<file path="config.mk">
export PLATFORM = sky130hd
export DESIGN_NAME = onehot_scan_dec_flat
export DESIGN_NICKNAME = d
export VERILOG_FILES = /design/src/rtl/onehot_scan_dec_pkg.sv /design/src/rtl/onehot_scan_dec_if.sv /design/src/rtl/onehot_scan_dec_prescaler.sv /design/src/rtl/onehot_scan_dec.sv /design/src/flat_wrapper.sv
export SDC_FILE = /design/constraint.sdc
export NUM_CORES = 1
export LEC_CHECK = 0
export ABC_CLOCK_PERIOD_IN_PS = 2150
export BUFFER_PORTS_ARGS = -buffer_cell sky130_fd_sc_hd__buf_2
export CAP_MARGIN = 20
export CORE_MARGIN = 3
export CORE_UTILIZATION = 30
export CTS_BUF_LIST = sky130_fd_sc_hd__clkbuf_8
export CTS_CLUSTER_DIAMETER = 40
export DETAILED_ROUTE_END_ITERATION = 10
export PLACE_DENSITY_LB_ADDON = 0.25
export SETUP_SLACK_MARGIN = 0.02
export SYNTH_ARGS = -nofsm -noshare
export SYNTH_HDL_FRONTEND = slang
export SYNTH_HIERARCHICAL = 1
export SYNTH_SLANG_ARGS = --single-unit
</file>
<file path="constraint.sdc">
create_clock -name clk -period 2.15 [get_ports clk]
set_clock_uncertainty 0.05 [all_clocks]
set_input_delay 0 -clock clk [delete_from_list [all_inputs] [get_ports clk]]
set_output_delay 0 -clock clk [all_outputs]
set_load 0.05 [all_outputs]
</file>
<file path="src/rtl/onehot_scan_dec_pkg.sv">
// Shared types and helpers for the registered one-hot scan decoder.
package onehot_dec_pkg;

  typedef enum logic [1:0] {
    IDLE   = 2'd0,
    DIRECT = 2'd1,
    SCAN   = 2'd2
  } state_t;

  localparam int SEL_W_MAX = 6;
  localparam int RES_W_MAX = 2 ** SEL_W_MAX;
  localparam int SEL_W_DEF = 3;
  localparam int N_DEF     = 2 ** SEL_W_DEF;

  function automatic int res_w(input int sel_w);
    return 2 ** sel_w;
  endfunction

  function automatic int cnt_w(input int prescale);
    return (prescale > 1) ? $clog2(prescale) : 1;
  endfunction

  // Widest vector; callers size-cast the result down to their own N.
  function automatic logic [RES_W_MAX-1:0] onehot(input logic [SEL_W_MAX-1:0] i);
    onehot    = '0;
    onehot[i] = 1'b1;
  endfunction

endpackage

</file>
<file path="src/rtl/onehot_scan_dec_if.sv">
// Load/enable/output bundle between control logic and the one-hot decoder.
interface onehot_scan_dec_if #(
  parameter int SEL_W = 3
);
  logic                  en;
  logic                  mode;
  logic                  sel_valid;
  logic [SEL_W-1:0]      sel;
  logic                  sel_ready;
  logic [2**SEL_W-1:0]   res;
  logic [SEL_W-1:0]      idx;
  logic                  step;

  modport master (
    output en, mode, sel_valid, sel,
    input  sel_ready, res, idx, step
  );

  modport slave (
    input  en, mode, sel_valid, sel,
    output sel_ready, res, idx, step
  );
endinterface

</file>
<file path="src/rtl/onehot_scan_dec_prescaler.sv">
// Scan-rate counter: wraps every PRESCALE cycles while run is high; clr wins over run.
module scan_prescaler
  import onehot_dec_pkg::*;
#(
  parameter int PRESCALE = 4
) (
  input  logic                         clk,
  input  logic                         rst_n,
  input  logic                         clr,
  input  logic                         run,
  output logic [cnt_w(PRESCALE)-1:0]   cnt,
  output logic                         tc,
  output logic                         pre_tc
);
  localparam int CNT_W = cnt_w(PRESCALE);

  assign tc     = (cnt == CNT_W'(PRESCALE - 1));
  assign pre_tc = (cnt == CNT_W'(PRESCALE - 2));

  always_ff @(posedge clk) begin
    if (!rst_n || clr) begin
      cnt <= '0;
    end else if (run) begin
      cnt <= tc ? '0 : cnt + 1'b1;
    end
  end
endmodule

</file>
<file path="src/rtl/onehot_scan_dec.sv">
// Registered one-hot decoder with direct load and auto-scan modes.
// Optional DEC_BLANK_EN inserts one all-zero cycle before each scan step.
module onehot_scan_dec
  import onehot_dec_pkg::*;
#(
  parameter int SEL_W    = 3,
  parameter int PRESCALE = 4
) (
  input  logic               clk,
  input  logic               rst_n,
  onehot_scan_dec_if.slave   bus
);
  localparam int N     = res_w(SEL_W);
  localparam int CNT_W = cnt_w(PRESCALE);

  state_t             state;
  logic [N-1:0]       res;
  logic [SEL_W-1:0]   idx;
  logic [SEL_W-1:0]   idx_nxt;
  logic               step;
  logic [N-1:0]       oh_cur;
  logic [N-1:0]       oh_nxt;
  logic [N-1:0]       oh_sel;
  logic               load;
  logic               run;
  logic               tc;
  logic               pre_tc;
  logic               blank;
  logic [CNT_W-1:0]   cnt;
  logic               cnt_unused;

  assign idx_nxt = idx + 1'b1;
  assign oh_cur  = N'(onehot(SEL_W_MAX'(idx)));
  assign oh_nxt  = N'(onehot(SEL_W_MAX'(idx_nxt)));
  assign oh_sel  = N'(onehot(SEL_W_MAX'(bus.sel)));

  assign bus.sel_ready = (state == DIRECT) & bus.en & ~bus.mode;
  assign load          = bus.sel_valid & bus.sel_ready;

  // Counter only runs while staying in SCAN; every other path leaves it cleared.
  assign run = (state == SCAN) & bus.en & bus.mode;

  scan_prescaler #(.PRESCALE(PRESCALE)) u_pre (
    .clk    (clk),
    .rst_n  (rst_n),
    .clr    (~run),
    .run    (run),
    .cnt    (cnt),
    .tc     (tc),
    .pre_tc (pre_tc)
  );

  assign cnt_unused = ^cnt;

`ifdef DEC_BLANK_EN
  assign blank = pre_tc;
`else
  logic pre_tc_unused;
  assign blank         = 1'b0;
  assign pre_tc_unused = pre_tc;
`endif

  always_ff @(posedge clk) begin
    if (!rst_n) begin
      state <= IDLE;
      res   <= '0;
      idx   <= '0;
      step  <= 1'b0;
    end else if (!bus.en) begin
      state <= IDLE;
      res   <= '0;
      step  <= 1'b0;
    end else begin
      step <= 1'b0;
      case (state)
        IDLE: begin
          state <= bus.mode ? SCAN : DIRECT;
          res   <= oh_cur;
        end
        DIRECT: begin
          if (bus.mode) begin
            state <= SCAN;
          end else if (load) begin
            idx <= bus.sel;
            res <= oh_sel;
          end
        end
        SCAN: begin
          // Restore from idx on exit so a blanked cycle never leaks into DIRECT.
          if (!bus.mode) begin
            state <= DIRECT;
            res   <= oh_cur;
          end else if (tc) begin
            idx  <= idx_nxt;
            res  <= oh_nxt;
            step <= 1'b1;
          end else if (blank) begin
            res <= '0;
          end
        end
        default: begin
          state <= IDLE;
          res   <= '0;
        end
      endcase
    end
  end

  assign bus.res  = res;
  assign bus.idx  = idx;
  assign bus.step = step;
endmodule

</file>
<file path="src/flat_wrapper.sv">
// flat-port wrapper written by rule: the top's interface ports become plain ports
module onehot_scan_dec_flat import onehot_dec_pkg::*;
#(
  parameter int SEL_W    = 3,
  parameter int PRESCALE = 4
)
  (clk, rst_n, bus_en, bus_mode, bus_sel_valid, bus_sel, bus_sel_ready, bus_res, bus_idx, bus_step);
  onehot_scan_dec_if #(.SEL_W(SEL_W)) bus_i ();
  input  logic clk;
  input  logic rst_n;
  input wire logic [$bits(bus_i.en)-1:0] bus_en;
  input wire logic [$bits(bus_i.mode)-1:0] bus_mode;
  input wire logic [$bits(bus_i.sel_valid)-1:0] bus_sel_valid;
  input wire logic [$bits(bus_i.sel)-1:0] bus_sel;
  output wire logic [$bits(bus_i.sel_ready)-1:0] bus_sel_ready;
  output wire logic [$bits(bus_i.res)-1:0] bus_res;
  output wire logic [$bits(bus_i.idx)-1:0] bus_idx;
  output wire logic [$bits(bus_i.step)-1:0] bus_step;
  assign bus_i.en = bus_en;
  assign bus_i.mode = bus_mode;
  assign bus_i.sel_valid = bus_sel_valid;
  assign bus_i.sel = bus_sel;
  assign bus_sel_ready = bus_i.sel_ready;
  assign bus_res = bus_i.res;
  assign bus_idx = bus_i.idx;
  assign bus_step = bus_i.step;
  onehot_scan_dec #(.SEL_W(SEL_W), .PRESCALE(PRESCALE)) u_core (.clk(clk), .rst_n(rst_n), .bus(bus_i));
endmodule
</file>
**Yosys cells after proc, flatten, opt, wreduce, memory -nomap -nowiden**

Cells that the tools add are included.

- Add/sub/neg operators: 2
- Magnitude comparators: 6
- Equal/unequal tests: 10
- Multiplexer cells: 22
- Bitwise operators: 7
- Reduce and logical (&&, ||, !) cells: 12

Operators with widths:

| operator | number |
|---|---|
| $mux 8 | 4 |
| $pmux 8 s3 | 1 |
| $lt 3x7->1 const B | 3 |
| $mux 3 | 4 |
| $ne 2x2->1 const B | 5 |
| $demux 1 s3 | 3 |
| $ge 3x1->1 const B | 3 |
| $mux 2 | 4 |
| $pmux 2 s3 | 1 |
| $pmux 3 s2 | 1 |
| $reduce_and 6->1 | 1 |
| $and 1x1->1 | 5 |
| $eq 2x2->1 const B | 2 |
| $mux 1 | 4 |
| $reduce_and 2->1 | 2 |
| $reduce_and 4->1 | 1 |
| $add 3x1->3 const B | 1 |
| $logic_and 1x1->1 | 3 |
| $ne 3x3->1 const B | 1 |
| $reduce_and 3->1 | 1 |
| $add 2x1->2 const B | 1 |
| $eq 2x1->1 const B | 1 |
| $logic_not 2->1 | 1 |
| $ne 2x1->1 const B | 1 |
| 4 further kinds | 5 |

- Bits in registers: 16
- Input port bits: 8

**Logic depth before layout (Yosys ltp)**

Gate-level depths: netlist of the first run.

- Depth after elaboration: 8
- Depth in mapped cells: 6
- Mapped depth without buffers: 5

**By module**

Netlist of the first run, hierarchy kept.

By module, submodules not included:

| module | times used | cells each | area an instance (um^2) | seq. area each (um^2) |
|---|---|---|---|---|
| onehot_scan_dec | 1 | 107 | 947.2 | 280.3 |
| scan_prescaler | 1 | 11 | 110.1 | 40.0 |

**Worst setup path before layout of the first run**

No wires, ideal clock.

- Path type: reg-to-reg
- From: reg u_core.idx[1] (netlist: u_core/bus.idx[1])
- To: reg u_core.res[6] (netlist: u_core/bus.res[6])
- Library setup time: 117 ps
- Data arrival time: 1944 ps
- Slack: 38 ps
- Stages on the path, launching flop included: 6
- Period minus slack after synthesis: 2112 ps
- Path through: dfxtp_1 ha_1 xnor2_4 nor3_1 or3b_1 a32o_1

- Cells in the longest elaborated chain, start to end: 8

Ends and longest elaborated chain:

| element | RTL line | text |
|---|---|---|
| from (decl) | onehot_scan_dec.sv:18 | `logic [SEL_W-1:0] idx;` |
| from (signal assigned) | onehot_scan_dec.sv:84 | `idx <= bus.sel;` |
| from (signal assigned) | onehot_scan_dec.sv:94 | `idx <= idx_nxt;` |
| $add 3x1->3 | onehot_scan_dec.sv:32 | `assign idx_nxt = idx + 1'b1;` |
| $lt 3x7->1 (implied by the code) / $ge 3x1->1 (equally long branches) | onehot_scan_dec_pkg.sv:26 | `onehot[i] = 1'b1;` |
| $logic_and 1x1->1 (implied by the code) | onehot_scan_dec_pkg.sv:26 |  |
| $mux 1 (implied by the code) | onehot_scan_dec_pkg.sv:26 |  |
| $demux 1 s3 | - |  |
| $mux 8 | onehot_scan_dec.sv:93 | `end else if (tc) begin` |
| $mux 8 | onehot_scan_dec.sv:90 | `if (!bus.mode) begin` |
| $pmux 8 s3 * | onehot_scan_dec.sv:75 | `case (state)` |
| to (signal assigned) | onehot_scan_dec.sv:78 | `res <= oh_cur;` |
| to (signal assigned) | onehot_scan_dec.sv:92 | `res <= oh_cur;` |
| to (signal assigned) | onehot_scan_dec.sv:95 | `res <= oh_nxt;` |
| to (decl) | onehot_scan_dec.sv:17 | `logic [N-1:0] res;` |

Mark *: on every way between the ends. The rest lies on a longest branch, timed or not. The select of a mux whose other input is x is not followed.
A chain may end at the register's enable or synchronous reset.

**Final worst setup path of the first run**

Same ends and word-level chain as after synthesis.

==> impl_metrics.json, run 1 <==
{
  "grt_use_total_pct": 13.02,
  "antennaDiodeCount": 0,
  "ys_types": 43,
  "first_pass_iters": 4,
  "fin_tns_setup_ps": 0,
  "drt_wl_total_microns": 2521,
  "drt_iter0_drc": 57,
  "drc": 0,
  "syn2layout_area_growth_pct": 16.45,
  "cts.sink_count": 16,
  "total_power_mw": 0.6477,
  "grt_pass1_wl_microns": 4422,
  "timing.rr.start": "u_core/bus.idx[1]$_SDFFE_PN0P_",
  "grt_pass1_vias": 910,
  "hp-start": "bus_en",
  "r2r_cells": 5,
  "async_reset_ff_share_pct": 0,
  "clkLatencyLatePin_ps": 250,
  "gp_congestion": 0.7997,
  "final_util_pct": 38.44,
  "min_to": "u_core/state[0]$_SDFFE_PN0P_",
  "rr_endpoint": "u_core/bus.res[6]$_SDFFE_PN0P_",
  "final_layout_size_suffix_gt1_share_pct": 23.36,
  "powerDensity_nw_per_um2": 526.1,
  "rsz0062_at_grt": "no",
  "num_rows": 20,
  "fillers": 362,
  "max_slew_margin_pct": 69.22,
  "crit_type": "reg -> reg",
  "ctsResizeCount": 0,
  "start_util_pct": 33.01,
  "startpoint_type": "flip-flop",
  "fp.dieArea_sq_um": 4273,
  "ys_seq_area_share_pct": 30.30,
  "netlist_area_sq_um": 1057,
  "most-common-layout-cells": "20 x buf_2, 16 x dfxtp_1, 7 x nand2_1, 7 x nor2_1",
  "cts.root.buffer_cell": "clkbuf_8",
  "synth_area_per_cell_sq_um": 8.960,
  "grt_max_degree": 15,
  "cts_tree": "done",
  "finalHoldViolations": 0,
  "detail-route-antenna-nets": 0,
  "drv_slew": 0,
  "route.vias.total": 963,
  "hold_depth": 3,
  "yosysWarningCount": 6,
  "antenna_found_initial": 0,
  "reg2reg_slack_ps": 250,
  "synth_edf_count": 0,
  "fmax_mhz": 526.9,
  "die_h_microns": 65.37,
  "holdCritPathClass": "in -> reg",
  "synth_top_flop_cell": "dfxtp_1",
  "status": "completed",
  "critical_path_arrival_ps": 1990,
  "dieWidth_microns": 65.37,
  "dp_hpwl_microns": 1942,
  "fin_crit_sh_pct": 88.27,
  "htree_num_levels": 1,
  "min_period_ps": 1898,
  "p_leak_nw": 0.4891,
  "routed_via_density": 5.320,
  "wire_per_inst_microns": 13.93,
  "io-pin-count": 21,
  "timing.hold.ws_ps": 6.704,
  "core-area_sq_um": 3203,
  "cap_viol_max_count": 0,
  "clkTransAtPathRegs_ps": 70,
  "postSynthCellCount": 118,
  "gr-total-overflow": 0,
  "path_max_fanout": 10,
  "vdd_drop_max_mv": 0.2199,
  "numCtsBuffers": 3,
  "portBuffers": 20,
  "clock_path_buffers": 2,
  "worst_slew_pin_slew_ps": 461.1,
  "worstSetupEndpointType": "flip-flop",
  "setup_violations": 0,
  "crit_required_ps": 2240,
  "num-nets-final": 149,
  "final_common_cell": "buf_2",
  "mappedNetlistNets": 129,
  "synth_seq_cells": 16
}
[metrics by stage]
step | cells | worst slack (ps) | cell area [sq um]
2_1_floorplan | 118 | 38.34 | 1057
3_3_place_gp | 176 | 332.9 | 1166
3_5_place_dp | 176 | 274.4 | 1166
4_1_cts | 181 | 259.4 | 1231
5_1_grt | 181 | 97.80 | 1231
6_report | 181 | 252.3 | 1231
[cells in the mapped netlist (2+ instances only)]
cell type | n | area [sq um]
dfxtp_1 | 16 | 320.3
nand2_1 | 7 | 26.28
nor2_1 | 7 | 26.28
a211oi_1 | 6 | 45.04
nor3_1 | 6 | 30.03
inv_1 | 5 | 18.77
nand2b_1 | 5 | 31.28
nand3_1 | 5 | 25.02
o2bb2ai_1 | 5 | 43.79
a21oi_1 | 4 | 20.02
nor3b_1 | 4 | 30.03
buf_6 | 3 | 33.78
ha_1 | 3 | 37.54
nor2b_1 | 3 | 18.77
o211ai_1 | 3 | 22.52
a32o_1 | 2 | 20.02
and4b_1 | 2 | 20.02
clkbuf_1 | 2 | 7.510
nand4_1 | 2 | 12.51
nor4b_1 | 2 | 17.52
o21ai_1 | 2 | 10.01
or3_1 | 2 | 12.51
or3b_1 | 2 | 17.52
[final cells by class]
cell class | instances | area (sq um) | area share (%)
multi-input combinational | 90 | 664.4 | 53.96
sequential | 16 | 320.3 | 26.02
timing repair buffer | 22 | 117.6 | 9.553
clock buffer | 4 | 55.05 | 4.472
tap | 44 | 55.05 | 4.472
inverter | 5 | 18.77 | 1.524
[flip-flops by register name, summed over array words and instances, names as in the netlist]
name              count
u_core/bus.idx        3
u_core/bus.res        8
u_core/bus.step       1
u_core/state          2
u_core/u_pre/cnt      2
[worst max-delay path, cell delays in order, from the launching register on]
cell	delay, ps
dfxtp_1	490
ha_1	380
xnor2_4	170
nor3_1	60
or3b_1	380
a32o_1	260
[worst max-delay path by stage]
| stage | startpoint | endpoint | cells past startpoint |
|---|---|---|---|
| after floorplan | u_core/bus.idx[1]$_SDFFE_PN0P_ | u_core/bus.res[6]$_SDFFE_PN0P_ | 5 |
| after detailed placement | u_core/bus.idx[1]$_SDFFE_PN0P_ | u_core/bus.res[6]$_SDFFE_PN0P_ | 5 |
| after global routing | u_core/bus.idx[1]$_SDFFE_PN0P_ | u_core/bus.res[3]$_SDFFE_PN0P_ | 5 |
| after global placement | u_core/bus.idx[1]$_SDFFE_PN0P_ | u_core/bus.res[6]$_SDFFE_PN0P_ | 5 |
| final | u_core/bus.idx[1]$_SDFFE_PN0P_ | u_core/bus.res[6]$_SDFFE_PN0P_ | 5 |
| after CTS | u_core/bus.idx[1]$_SDFFE_PN0P_ | u_core/bus.res[6]$_SDFFE_PN0P_ | 5 |
[cells by family after synthesis]
group / count (synthesis) / synth area share, %
AO/OA/AOI/OAI: 30 / 23.20
XOR/XNOR: 2 / 3.432
adder cells (fa/ha/maj): 3 / 3.551
buffers and inverters: 12 / 6.864
flip-flops: 16 / 30.30
multiplexers: 2 / 2.012
AND/OR/NAND/NOR: 53 / 30.65
[report_power, final]
| group | internal, mW | total, mW | leakage, nW | switching [mW] |
|---|---|---|---|---|
| registers | 0.300 | 0.307 | 0.129 | 0.00653 |
| logic | 0.0249 | 0.0713 | 0.331 | 0.0464 |
| clock network | 0.162 | 0.270 | 0.0288 | 0.107 |
[what timing repair did]
action,CTS,global route
setup buffers,0,0
hold buffers,1,0
endpoints found under the hold margin,1,0
[routing by layer]
layer	GRT usage, %	part of all wire [%]
met4	4.663	0.44
met5	0	0
met3	2.051	6.3
met2	19.22	45
met1	18.95	48
Note: power is estimated with default switching activity, not from simulation.
==> inputs of run 2 (changes only) <==
--- a/config.mk
+++ b/config.mk
@@ -5,6 +5,7 @@
 export SDC_FILE = /design/constraint.sdc
 export NUM_CORES = 1
 export LEC_CHECK = 0
+export ABC_AREA = 1
 export ABC_CLOCK_PERIOD_IN_PS = 2150
 export BUFFER_PORTS_ARGS = -buffer_cell sky130_fd_sc_hd__buf_2
 export CAP_MARGIN = 20
==> run 2 against run 1 <==
  * Power grew 5.2%
  * Sequential share of layout area shrank 0.42 points
  * Utilization grew 1.2 points
  * Final cell count grew 33%
  * Critical path depth grew 4
  * Critical path type unchanged
  * Die area shrank 2.4%
  * Global-route usage shrank 0.12 points
==> impl_metrics.json, run 2 <==
{
  "fin_tns_setup_ps": 0,
  "grt_pass1_wl_microns": 4236,
  "cts_tree": "done",
  "cp_top_family": "flip-flops",
  "path_max_fanout": 10,
  "num-nets-final": 208,
  "clkLatencyLatePin_ps": 250,
  "fmax_mhz": 627.2,
  "drv_slew": 0,
  "path_cells": "ha_1 > inv_1 > nand2_1 > nand2_1 > nor2_1 > nand2_1 > nand3_1 > nand2_1 > a21oi_1",
  "wire_per_inst_microns": 9.975,
  "dp_hpwl_microns": 1901,
  "critical_path_arrival_ps": 1720,
  "clkTransAtPathRegs_ps": 60,
  "fp.dieArea_sq_um": 4171,
  "drc": 0,
  "reg2reg_slack_ps": 560,
  "io-pin-count": 21,
  "core-area_sq_um": 3153,
  "max_slew_margin_pct": 76.01,
  "clock_path_buffers": 2,
  "final_common_cell": "nand2_1",
  "gr-total-overflow": 0,
  "min_period_ps": 1594,
  "route.vias.total": 1070,
  "mappedNetlistNets": 183,
  "internal_power_mw": 0.4960,
  "instances_no_fill": 240,
  "detail-route-antenna-nets": 0,
  "rsz0062_at_grt": "no",
  "grt_max_degree": 12,
  "first_pass_iters": 4,
  "routed_via_density": 4.458,
  "switching_share_pct": 27.20,
  "rr_endpoint": "u_core/bus.res[3]$_SDFFE_PN0P_",
  "antenna_found_initial": 0,
  "synth_edf_count": 0,
  "largest_reg_flops": 8,
  "finalHoldViolations": 0,
  "dp_cells": 234,
  "power_frac_comb_pct": 15.3,
  "yosysWarningCount": 6,
  "ctsResizeCount": 0,
  "drt_wl_total_microns": 2394,
  "crit_required_ps": 2280,
  "vdd_drop_max_mv": 0.2785,
  "p_seq_share_pct": 45.3,
  "htree_num_levels": 1,
  "worstSetupEndpointType": "flip-flop",
  "numCtsBuffers": 3,
  "startpoint_type": "flip-flop",
  "most-common-layout-cells": "61 x nand2_1, 23 x nor2_1, 20 x buf_2, 18 x inv_1, 17 x nand3_1",
  "worst_slew_pin_slew_ps": 359.4,
  "reg_top3": "u_core/bus.res (8), u_core/bus.idx (3)",
  "postSynthCellCount": 172,
  "synth.area.top_cells": "dfxtp_1 31%, nand2_1 22%, nor2_1 8.4%, nand3_1 8.3%, inv_1 6.6%",
  "syn2layout_area_growth_pct": 21.51,
  "hp-start": "bus_en",
  "holdCritPathClass": "in -> reg",
  "dieWidth_microns": 64.59,
  "postCtsSetupBuffers": 0,
  "yosys.area.top_type_share_pct": 31.11,
  "slowest_delay_ps": 540,
  "cts.sink_count": 16,
  "synth_common_cells": "61 x nand2_1, 23 x nor2_1, 18 x inv_1, 17 x nand3_1, 16 x dfxtp_1",
  "die_h_microns": 64.59,
  "num_rows": 20,
  "p_leak_nw": 0.5948,
  "drt_iter0_drc": 42,
  "hold_depth": 5,
  "async_reset_ff_share_pct": 0,
  "p_sw_mw": 0.1854,
  "ys_types": 20,
  "antennaDiodeCount": 0,
  "status": "completed",
  "critPathSlowestCell": "dfxtp_1",
  "r2r_cells": 9,
  "yosys.area.top_type": "dfxtp_1",
  "grt_use_total_pct": 12.90,
  "yosysMostFrequentCell": "nand2_1",
  "synth_top_flop_cell": "dfxtp_1",
  "largest_register": "u_core/bus.res",
  "cap_viol_max_count": 0,
  "grt_pass1_vias": 961,
  "timing.rr.start": "u_core/bus.idx[0]$_SDFFE_PN0P_",
  "fillers": 352,
  "netlist_area_sq_um": 1030,
  "setup_violations": 0,
  "final_layout_size_suffix_gt1_share_pct": 19.39,
  "gp_congestion": 0.9448,
  "clockPowerShare_pct": 39.4,
  "ys_seq_area_share_pct": 31.11,
  "start_util_pct": 32.66,
  "synth_seq_cells": 16,
  "crit_type": "reg -> reg",
  "synth_area_per_cell_sq_um": 5.987,
  "crit_buf_inv": 1,
  "powerDensity_nw_per_um2": 544.6,
  "portBuffers": 20,
  "cts.root.buffer_cell": "clkbuf_8",
  "cpMostUsedCell": "nand2_1",
  "min_to": "u_core/u_pre/cnt[1]$_SDFFE_PP0P_",
  "fin_crit_sh_pct": 74.16,
  "ctsHoldBuffers": 2
}
run 2: changes by cell type in the layout (fill, tap and decap cells not counted), sizes merged, moves of 5 or more:
cell / change
nand2: +58
inv: +18
nor2: +18
nand3: +13
a211oi: -6
a21oi: +5
nand2b: -5
o2bb2ai: -5
run 2: worst max-delay path by stage:
stage,cells after the start,slack [ps],to,start
after floorplan,9,520,u_core/bus.res[1]$_SDFFE_PN0P_,u_core/bus.idx[1]$_SDFFE_PN0P_
final,9,560,u_core/bus.res[3]$_SDFFE_PN0P_,u_core/bus.idx[0]$_SDFFE_PN0P_
after global placement,9,600,u_core/bus.res[3]$_SDFFE_PN0P_,u_core/bus.idx[0]$_SDFFE_PN0P_
after global routing,9,350,u_core/bus.res[1]$_SDFFE_PN0P_,u_core/bus.idx[0]$_SDFFE_PN0P_
after CTS,9,560,u_core/bus.res[3]$_SDFFE_PN0P_,u_core/bus.idx[0]$_SDFFE_PN0P_
after detailed placement,9,580,u_core/bus.res[3]$_SDFFE_PN0P_,u_core/bus.idx[0]$_SDFFE_PN0P_
run 2: metal layers:
metal	wire length, microns	track usage [%]
met5	0	0
met4	11	3.166
met3	112	3.813
met2	1058	20.23
met1	1211	17.32
run 2: cell type report:
cell class	instances	area, sq um	area share [%]
Clock buffer	4	55.05	4.400
Inverter	23	86.33	6.900
Multi-Input combinational cell	131	614.3	49.10
Timing Repair Buffer	22	120.1	9.600
Sequential cell	16	320.3	25.60
Tap cell	44	55.05	4.400
run 2: kinds of logic (layout without fill, tap and decap cells):
group | after synthesis | count (layout) | share of synthesized area, %
AO/OA/AOI/OAI | 14 | 14 | 7.533
adder cells (fa/ha/maj) | 3 | 3 | 3.646
buffers and inverters | 25 | 49 | 9.233
flip-flops | 16 | 16 | 31.11
AND/OR/NAND/NOR | 114 | 114 | 48.48
run 2: power by group through the flow:
stage	registers (mW)	logic [mW]	clock network [mW]
after floorplan	0.328	0.0594	0
after global placement	0.315	0.103	0
after detailed placement	0.315	0.102	0
after CTS	0.309	0.105	0.279
after global routing	0.310	0.118	0.297
final	0.309	0.104	0.269
run 2: through the flow:
stage	setup WS, ps	hold slack (ps)	power, mW	area, sq um	util (%)
floorplan	518.0	28.74	0.3874	1030	-
finish	555.6	107.0	0.6814	1251	39.68
global placement	603.0	239.5	0.4182	1176	37.30
CTS	558.3	98.86	0.6923	1251	39.68
global route	345.2	126.7	0.7252	1251	39.68
detailed placement	583.4	236.4	0.4170	1176	37.30
run 2: worst register-to-register path, cell delays in order, from the launching register on:
cell     delay (ps)
dfxtp_1         540
ha_1            260
inv_1            70
nand2_1          50
nand2_1         110
nor2_1          140
nand2_1          70
nand3_1          80
nand2_1          50
a21oi_1         110
==> inputs of run 3 (changes only) <==
--- a/config.mk
+++ b/config.mk
@@ -6,7 +6,7 @@
 export NUM_CORES = 1
 export LEC_CHECK = 0
 export ABC_AREA = 1
-export ABC_CLOCK_PERIOD_IN_PS = 2150
+export ABC_CLOCK_PERIOD_IN_PS = 1600
 export BUFFER_PORTS_ARGS = -buffer_cell sky130_fd_sc_hd__buf_2
 export CAP_MARGIN = 20
 export CORE_MARGIN = 3
==> constraint.sdc (replaced) <==
create_clock -name clk -period 1.6 [get_ports clk]
set_clock_uncertainty 0.05 [all_clocks]
set_input_delay 0 -clock clk [delete_from_list [all_inputs] [get_ports clk]]
set_output_delay 0 -clock clk [all_outputs]
set_load 0.05 [all_outputs]
==> run 3 against run 2 <==
  * Setup slack got worse by 340 ps
  * Largest cell class unchanged
  * Count of clock-buffer cells in the layout stayed put
  * Register-to-register slack worse by 340 ps
  * Largest power group unchanged
  * Combinational power is 39% higher
==> impl_metrics.json, run 3 (synthesized netlist as in run 2, its figures left out) <==
{
  "status": "completed",
  "instances_no_fill": 242,
  "antenna_found_initial": 0,
  "route.vias.total": 1088,
  "antennaDiodeCount": 0,
  "dp_hpwl_microns": 1956,
  "dpl_cell_area_sq_um": 1194,
  "most-common-layout-cells": "61 x nand2_1, 23 x nor2_1, 20 x buf_2, 18 x inv_1, 17 x nand3_1",
  "vdd_drop_max_mv": 0.4035,
  "clkLatencyLatePin_ps": 250,
  "post-place-ws_ps": 240.5,
  "path_max_fanout": 5,
  "crit_required_ps": 1730,
  "rsz0062_at_grt": "no",
  "largest_reg_flops": 8,
  "postCtsSetupBuffers": 0,
  "fin_crit_sh_pct": 86.26,
  "num_rows": 20,
  "die_h_microns": 64.59,
  "critical_path_arrival_ps": 1510,
  "final_util_pct": 40.24,
  "final_common_cell": "nand2_1",
  "cts_tree": "done",
  "max_slew_margin_pct": 74.50,
  "fmax_mhz": 724.5,
  "holdCritPathClass": "in -> reg",
  "setup_violations": 0,
  "detail-route-antenna-nets": 0,
  "ctsResizeCount": 0,
  "timing.hold.ws_ps": 117.0,
  "final.setup.worst_slack_ps": 219.8,
  "portBuffers": 20,
  "syn2layout_area_growth_pct": 23.21,
  "crit_buf_inv": 1,
  "clock_path_buffers": 2,
  "worst_slew_pin_slew_ps": 381.6,
  "design_area_sq_um": 1269,
  "startpoint_type": "flip-flop",
  "cp_top_family": "simple AND/OR/NAND/NOR gates",
  "grt_pass1_vias": 1040,
  "reg2reg_slack_ps": 220,
  "crit_type": "reg -> reg",
  "drt_wl_total_microns": 2485,
  "cpMostUsedCell": "nand2_1",
  "top_layer_used": "met4",
  "finalHoldViolations": 0,
  "largest_register": "u_core/bus.res",
  "wl_met1_microns": 1205,
  "grt_use_total_pct": 13.49,
  "critPathSlowestCell": "dfxtp_2",
  "final_layout_size_suffix_gt1_share_pct": 21.21,
  "total_power_mw": 0.9169,
  "wl_met2_microns": 1121,
  "fin_tns_setup_ps": 0,
  "wire_per_inst_microns": 10.27,
  "p_leak_nw": 0.6066,
  "htree_num_levels": 1,
  "clkTransAtPathRegs_ps": 70,
  "io-pin-count": 21,
  "min_period_ps": 1380,
  "reg_top3": "u_core/bus.res (8), u_core/bus.idx (3)",
  "grt_max_degree": 12,
  "numCtsBuffers": 3,
  "path_cells": "ha_1 > inv_1 > nand2_1 > nand2_1 > nor2_1 > nand2_1 > nand3_1 > nand2_1 > a21oi_1",
  "cap_viol_max_count": 0,
  "drc": 0,
  "powerDensity_nw_per_um2": 722.7,
  "drt_iter0_drc": 43,
  "cts.root.buffer_cell": "clkbuf_8",
  "gp_congestion": 0.9027,
  "dieWidth_microns": 64.59,
  "worstSetupEndpointType": "flip-flop",
  "first_pass_iters": 4,
  "cts.sink_count": 16,
  "start_util_pct": 32.66,
  "dp_cells": 236,
  "drv_slew": 0,
  "dr_wl_met3_microns": 125,
  "grt_pass1_wl_microns": 4422,
  "core-area_sq_um": 3153,
  "slowest_delay_ps": 360,
  "fp.dieArea_sq_um": 4171,
  "gr-total-overflow": 0,
  "num-nets-final": 210,
  "routed_via_density": 4.496
}
==> run 3: cell types whose count changed in the layout (fill, tap and decap cells not counted), sizes merged <==
cell  change
buf       +2
==> run 3: what timing repair did <==
item,in CTS,in global routing
endpoints found under the setup margin,0,0
endpoints found under the hold margin,6,0
hold buffers,2,0
==> run 3: tightest hold or removal path: cells and delay by family <==
kind,cells,cell delay [ps]
compound gates,1,80
buf+inv,1,130
simple gates,3,170
==> run 3: path summary, 6_finish.rpt <==
kind,startpoint,end,cells after the start
worst max-delay path,u_core/bus.idx[1]$_SDFFE_PN0P_,u_core/bus.res[1]$_SDFFE_PN0P_,9
worst min-delay path,bus_sel[2],u_core/bus.idx[2]$_SDFFE_PN0P_,5
worst max register to register,u_core/bus.idx[1]$_SDFFE_PN0P_,u_core/bus.res[1]$_SDFFE_PN0P_,9
worst min register to register,u_core/bus.res[2]$_SDFFE_PN0P_,u_core/bus.res[2]$_SDFFE_PN0P_,2
==> run 3: layer usage <==
metal / GRT usage (%) / up-vias
met5: 0 / -
met4: 6.332 / 0
met3: 2.080 / 4
met2: 22.29 / 31
met1: 17.11 / 468
li1: - / 585
==> run 3: power by group <==
group | total [mW] | switching (mW) | leakage [nW] | internal (mW)
clock network | 0.360 | 0.141 | 0.0288 | 0.218
logic | 0.145 | 0.101 | 0.447 | 0.0440
registers | 0.413 | 0.00613 | 0.131 | 0.406
total | 0.917 | 0.248 | 0.607 | 0.669
==> run 3: area by class of cell <==
type                            count  area, sq um
Clock buffer                        4        55.05
Fill cell                         368         1884
Inverter                           23        86.33
Multi-Input combinational cell    131        614.3
Sequential cell                    16        322.8
Tap cell                           44        55.05
Timing Repair Buffer               24        135.1
